[src/rtl/aes_pkg.sv]
// Shared AES constants, FSM state encoding and the GF(2^8) xtime helper.
package aes_pkg;

  localparam logic [7:0] AES_POLY_LOW = 8'h1B;
  localparam int         STATE_W      = 128;

  typedef enum logic [1:0] {
    ST_IDLE = 2'd0,
    ST_BUSY = 2'd1,
    ST_DONE = 2'd2
  } state_e;

  function automatic logic [7:0] xtime(input logic [7:0] x);
    return {x[6:0], 1'b0} ^ (x[7] ? AES_POLY_LOW : 8'h00);
  endfunction

endpackage

[src/rtl/gf_mix_col.sv]
// One-column MixColumns / InvMixColumns; row 0 sits in the low byte.
module gf_mix_col
  import aes_pkg::*;
#(
  parameter bit INV_EN = 1'b1
) (
  input  logic [31:0] col,
  input  logic        inv,
  output logic [31:0] res
);

  logic [7:0] a  [4];
  logic [7:0] m2 [4];
  logic [7:0] m3 [4];
  logic [31:0] fres;

  for (genvar r = 0; r < 4; r++) begin : g_byte
    assign a[r]  = col[8*r +: 8];
    assign m2[r] = xtime(a[r]);
    assign m3[r] = m2[r] ^ a[r];
  end

  assign fres[7:0]   = m2[0] ^ m3[1] ^ a[2]  ^ a[3];
  assign fres[15:8]  = a[0]  ^ m2[1] ^ m3[2] ^ a[3];
  assign fres[23:16] = a[0]  ^ a[1]  ^ m2[2] ^ m3[3];
  assign fres[31:24] = m3[0] ^ a[1]  ^ a[2]  ^ m2[3];

  if (INV_EN) begin : g_inv
    logic [7:0] m4 [4];
    logic [7:0] m8 [4];
    logic [7:0] m9 [4];
    logic [7:0] mb [4];
    logic [7:0] md [4];
    logic [7:0] me [4];
    logic [31:0] ires;

    for (genvar r = 0; r < 4; r++) begin : g_ibyte
      assign m4[r] = xtime(m2[r]);
      assign m8[r] = xtime(m4[r]);
      assign m9[r] = m8[r] ^ a[r];
      assign mb[r] = m8[r] ^ m2[r] ^ a[r];
      assign md[r] = m8[r] ^ m4[r] ^ a[r];
      assign me[r] = m8[r] ^ m4[r] ^ m2[r];
    end

    assign ires[7:0]   = me[0] ^ mb[1] ^ md[2] ^ m9[3];
    assign ires[15:8]  = m9[0] ^ me[1] ^ mb[2] ^ md[3];
    assign ires[23:16] = md[0] ^ m9[1] ^ me[2] ^ mb[3];
    assign ires[31:24] = mb[0] ^ md[1] ^ m9[2] ^ me[3];

    assign res = inv ? ires : fres;
  end else begin : g_fwd
    logic unused_inv;
    assign unused_inv = inv;
    assign res        = fres;
  end

endmodule

[src/rtl/mix_columns_engine.sv]
// Multi-cycle AES MixColumns engine, COLS_PER_CYCLE columns per clock,
// results written back in place into the working state register.
module mix_columns_engine
  import aes_pkg::*;
#(
  parameter int COLS_PER_CYCLE = 1,
  parameter bit INV_EN         = 1'b1
) (
  input  logic               clk,
  input  logic               rst_n,
  input  logic               in_valid,
  output logic               in_ready,
  input  logic [STATE_W-1:0] in_data,
  input  logic               in_inv,
  output logic               out_valid,
  input  logic               out_ready,
  output logic [STATE_W-1:0] out_data,
  output logic               busy
);

  localparam int N = COLS_PER_CYCLE;

  if (!(N == 1 || N == 2 || N == 4)) begin : g_bad_cols
    $error("mix_columns_engine: COLS_PER_CYCLE must be 1, 2 or 4");
  end

  state_e             state;
  logic [1:0]         cnt;
  logic [STATE_W-1:0] work;
  logic               mode;
  logic               last;

  logic [N-1:0][1:0]  idx;
  logic [N-1:0][31:0] col_in;
  logic [N-1:0][31:0] col_out;

  for (genvar g = 0; g < N; g++) begin : g_col
    assign idx[g] = cnt + 2'(g);
    for (genvar r = 0; r < 4; r++) begin : g_row
      assign col_in[g][8*r +: 8] = work[8*(4*r + int'(idx[g])) +: 8];
    end
    gf_mix_col #(
      .INV_EN (INV_EN)
    ) u_col (
      .col (col_in[g]),
      .inv (mode),
      .res (col_out[g])
    );
  end

  // counter wraps to 0 after the final group, so N=4 is always last
  assign last = (cnt == 2'(4 - N));

  always_ff @(posedge clk or negedge rst_n) begin
    if (!rst_n) begin
      state <= ST_IDLE;
      cnt   <= 2'd0;
      work  <= '0;
      mode  <= 1'b0;
    end else begin
      unique case (state)
        ST_IDLE: begin
          if (in_valid) begin
            work  <= in_data;
            mode  <= INV_EN ? in_inv : 1'b0;
            cnt   <= 2'd0;
            state <= ST_BUSY;
          end
        end
        ST_BUSY: begin
          for (int i = 0; i < N; i++) begin
            for (int r = 0; r < 4; r++) begin
              work[8*(4*r + int'(idx[i])) +: 8] <= col_out[i][8*r +: 8];
            end
          end
          cnt <= cnt + 2'(N);
          if (last) state <= ST_DONE;
        end
        ST_DONE: begin
          if (out_ready) state <= ST_IDLE;
        end
        default: state <= ST_IDLE;
      endcase
    end
  end

  assign in_ready  = rst_n && (state == ST_IDLE);
  assign out_valid = (state == ST_DONE);
  assign busy      = (state == ST_BUSY);
  assign out_data  = work;

endmodule

[config.mk]
export PLATFORM = sky130hd
export DESIGN_NAME = mix_columns_engine
export DESIGN_NICKNAME = d
export VERILOG_FILES = /design/src/rtl/aes_pkg.sv /design/src/rtl/gf_mix_col.sv /design/src/rtl/mix_columns_engine.sv
export SDC_FILE = /design/constraint.sdc
export NUM_CORES = 1
export LEC_CHECK = 0
export CORE_MARGIN = 8
export CORE_UTILIZATION = 50
export CTS_CLUSTER_DIAMETER = 60
export DETAILED_ROUTE_END_ITERATION = 8
export GPL_TIMING_DRIVEN = 1
export PLACE_DENSITY = 0.8
export SYNTH_ARGS = -nofsm -noshare
export SYNTH_HDL_FRONTEND = slang
export SYNTH_HIERARCHICAL = 1
export SYNTH_SLANG_ARGS = --single-unit
[constraint.sdc]
create_clock -name clk -period 9.4 [get_ports clk]
set_input_delay 1.88 -clock clk [delete_from_list [all_inputs] [get_ports clk]]
set_output_delay 1.88 -clock clk [all_outputs]
set_load 0.02 [all_outputs]
==> results.toml <==
[setup_path]
cp-end-kind = "output pin"
worst-setup-path-type = "in2out"
required_ns = 7.52
critPathMaxFanout = 71
critPathArrivalTime_ns = 3.33
start_kind = "primary input"

[grt]
grt_max_degree = 76
track_usage = 0.314
grt_pass1_wl_um = 67700
overflow = 0
antenna_found_initial = 0
grt_pass1_vias = 10800

[sta]
slew_headroom = 0.0991
fin_setup_tns_ns = 0
clock.fmax_ghz = 0.192
drv_slew = 0
hold_viol = 0
tightest_slew_ns = 1.34
post-route-period-util = 0.554
rsz0062_at_grt = "false"
clock_skew_ns = 0.0129
setup_violations = 0
period_needed_ns = 5.21

[placement]
portBuffers = 263
dpl.cell_count = 1515
gp_congestion = 0.979
hpwl_um = 32200

[clocking]
clk_pin_slew_worst_paths_ns = 0.06
cts_setup_buffers = 0
h-tree-depth = 4
cts_sinks = 133
cts_resized = 0
cts_buffer_depth = 2
tritoncts = "yes"
clockRootBuffer = "clkbuf_16"
cts_buffers = 17
holdBufCountCts = 0
insertion_delay_ns = 0.43

[finish]
antenna-diode-count = 0
nFillCells = 1859
drive_above_1_share = 0.131
areaGrowthSynthToFinish_pct = 26.6
fin_cells = 1547
fin_nets = 1390

[route]
wl_per_cell_um = 28.8
drc = 0
dr.first_iter.drc_count = 1315
vias_per_cell = 6.86
routed_wl_um = 44500
antenna_left = 0
vias = 10600
dr.pass1.iters = 9

[floorplanning]
die_area_um2 = 27700
initial_core_util = 0.504
die_width_um = 166
core_um2 = 22400
ioPinCount = 264
num_rows = 55
dieHeight_um = 166

[synth]
synth_edf_count = 0
synth_async_sr_flop_share = 1.00
synth.area.top_cells = "dfrtp_1, xnor2_1, mux4_2"
ys_seq_area_frac = 0.294
yosysWarnings = 6
yosysTopAreaCellShare = 0.294
syn_area_um2 = 11300
ys_seq_elements = 133
synth_ff_type = "dfrtp_1"
synthDistinctLibCells = 65
synth.avg_cell_area_um2 = 10.4
syn-num-nets = 1224
synth_cells = 1083
synth_top_cell_by_area = "dfrtp_1"

[run_status]
outcome = "finished, final reports clean"

[job]
drv_cap = 0

[hold_path]
hp-class = "reg2reg"
-- final cells by class --
type,instances,area [µm²],area share
Clock buffer,19,433,0.0302
Clock inverter,13,113,0.00786
Inverter,7,26.3,0.00183
Multi-Input combinational cell,813,7320,0.511
Sequential cell,133,3330,0.232
Tap cell,285,357,0.0249
Timing Repair Buffer,277,2740,0.191
-- cell families after synthesis --
group | Yosys count | synth area share
AOI/OAI and AO/OA | 308 | 0.218
xor gates and xnor gates | 227 | 0.202
DFF | 133 | 0.294
adders and majority gates | 8 | 0.00885
and+or+nand+nor | 179 | 0.0928
buffers and inverters | 137 | 0.0617
muxes | 91 | 0.123
-- worst max-delay path, cell delays in order --
cell and delay, ns:
buf_6 0.49, nor3b_1 0.28, clkdlybuf4s50_1 0.65
-- registers in the layout, indices dropped and copies added, names as in the netlist --
| name | cells |
|---|---|
| state | 2 |
| out_data | 128 |
| cnt | 2 |
| mode | 1 |
-- path summary, 6_finish.rpt --
kind	from	end	slack [ns]	cells past startpoint
worst max-delay path	rst_n	in_ready	4.19	3
worst min-delay path	out_data[74]	out_data[74]	0.52	1
worst max register to register	cnt[0]	out_data[51]	4.59	11
worst min register to register	out_data[74]	out_data[74]	0.52	1
max in group asynchronous	rst_n	out_data[83]	6.56	2
min in group asynchronous	rst_n	out_data[48]	1.46	1
-- cells in the final DEF (no fill, tap or decap), types with 33 or more instances in the layout --
| master | Yosys | routed |
|---|---|---|
| mux2_2 | 54 | 54 |
| dfrtp_1 | 133 | 132 |
| xnor2_1 | 150 | 150 |
| a221oi_1 | 47 | 47 |
| nand2_1 | 69 | 69 |
| a21oi_1 | 42 | 42 |
| nand3b_1 | 33 | 33 |
| clkdlybuf4s50_1 | 0 | 262 |
| xor2_1 | 53 | 53 |
| o2bb2ai_1 | 39 | 39 |
-- metrics by stage --
stage | area [µm²] | setup slack [ns] | hold WS (ns) | util
3_3_place_gp | 13800 | 4.18 | 0.493 | 0.614
2_1_floorplan | 11300 | 5.12 | 0.504 | -
3_5_place_dp | 13800 | 4.17 | 0.498 | 0.614
4_1_cts | 14300 | 4.16 | 0.517 | 0.638
6_report | 14300 | 4.19 | 0.521 | 0.638
5_1_grt | 14300 | 4.01 | 0.537 | 0.638
-- layer usage --
metal	vias up	part of all wire	GRT usage
met2	779	0.47	0.503
met4	0	0.047	0.139
met3	151	0.11	0.0804
met5	-	0	0
met1	5258	0.37	0.396
li1	4422	-	-
-- Yosys cell counts (3+ instances only) --
| library cell | n |
|---|---|
| mux2_2 | 54 |
| a2bb2oi_1 | 17 |
| buf_4 | 7 |
| a22oi_1 | 16 |
| a21oi_1 | 42 |
| nand3b_1 | 33 |
| o21ai_1 | 6 |
| inv_1 | 6 |
| buf_1 | 6 |
| and4b_1 | 3 |
| xnor2_2 | 6 |
| mux4_2 | 32 |
| nor2_1 | 11 |
| or4b_1 | 3 |
| a21oi_2 | 4 |
| xnor2_1 | 150 |
| o221ai_1 | 32 |
| ha_1 | 8 |
| nand2_1 | 69 |
| nand3_1 | 17 |
| a32o_1 | 16 |
| xor2_1 | 53 |
| a221oi_1 | 47 |
| mux2_1 | 3 |
| nor2b_1 | 3 |
| a31oi_1 | 15 |
| nand2b_1 | 6 |
| a221o_1 | 8 |
| a211oi_1 | 9 |
| dfrtp_1 | 133 |
| a21o_1 | 15 |
| clkbuf_1 | 65 |
| a22o_1 | 24 |
| or4b_2 | 5 |
| buf_6 | 12 |
| buf_2 | 36 |
| o22a_1 | 8 |
| and3b_1 | 11 |
| and2_1 | 6 |
| o2bb2ai_1 | 39 |
| xnor3_1 | 14 |
Power is left out: the tool's default activity adds up to more than one toggle a clock period on the data nets, which glitch-free logic cannot reach.
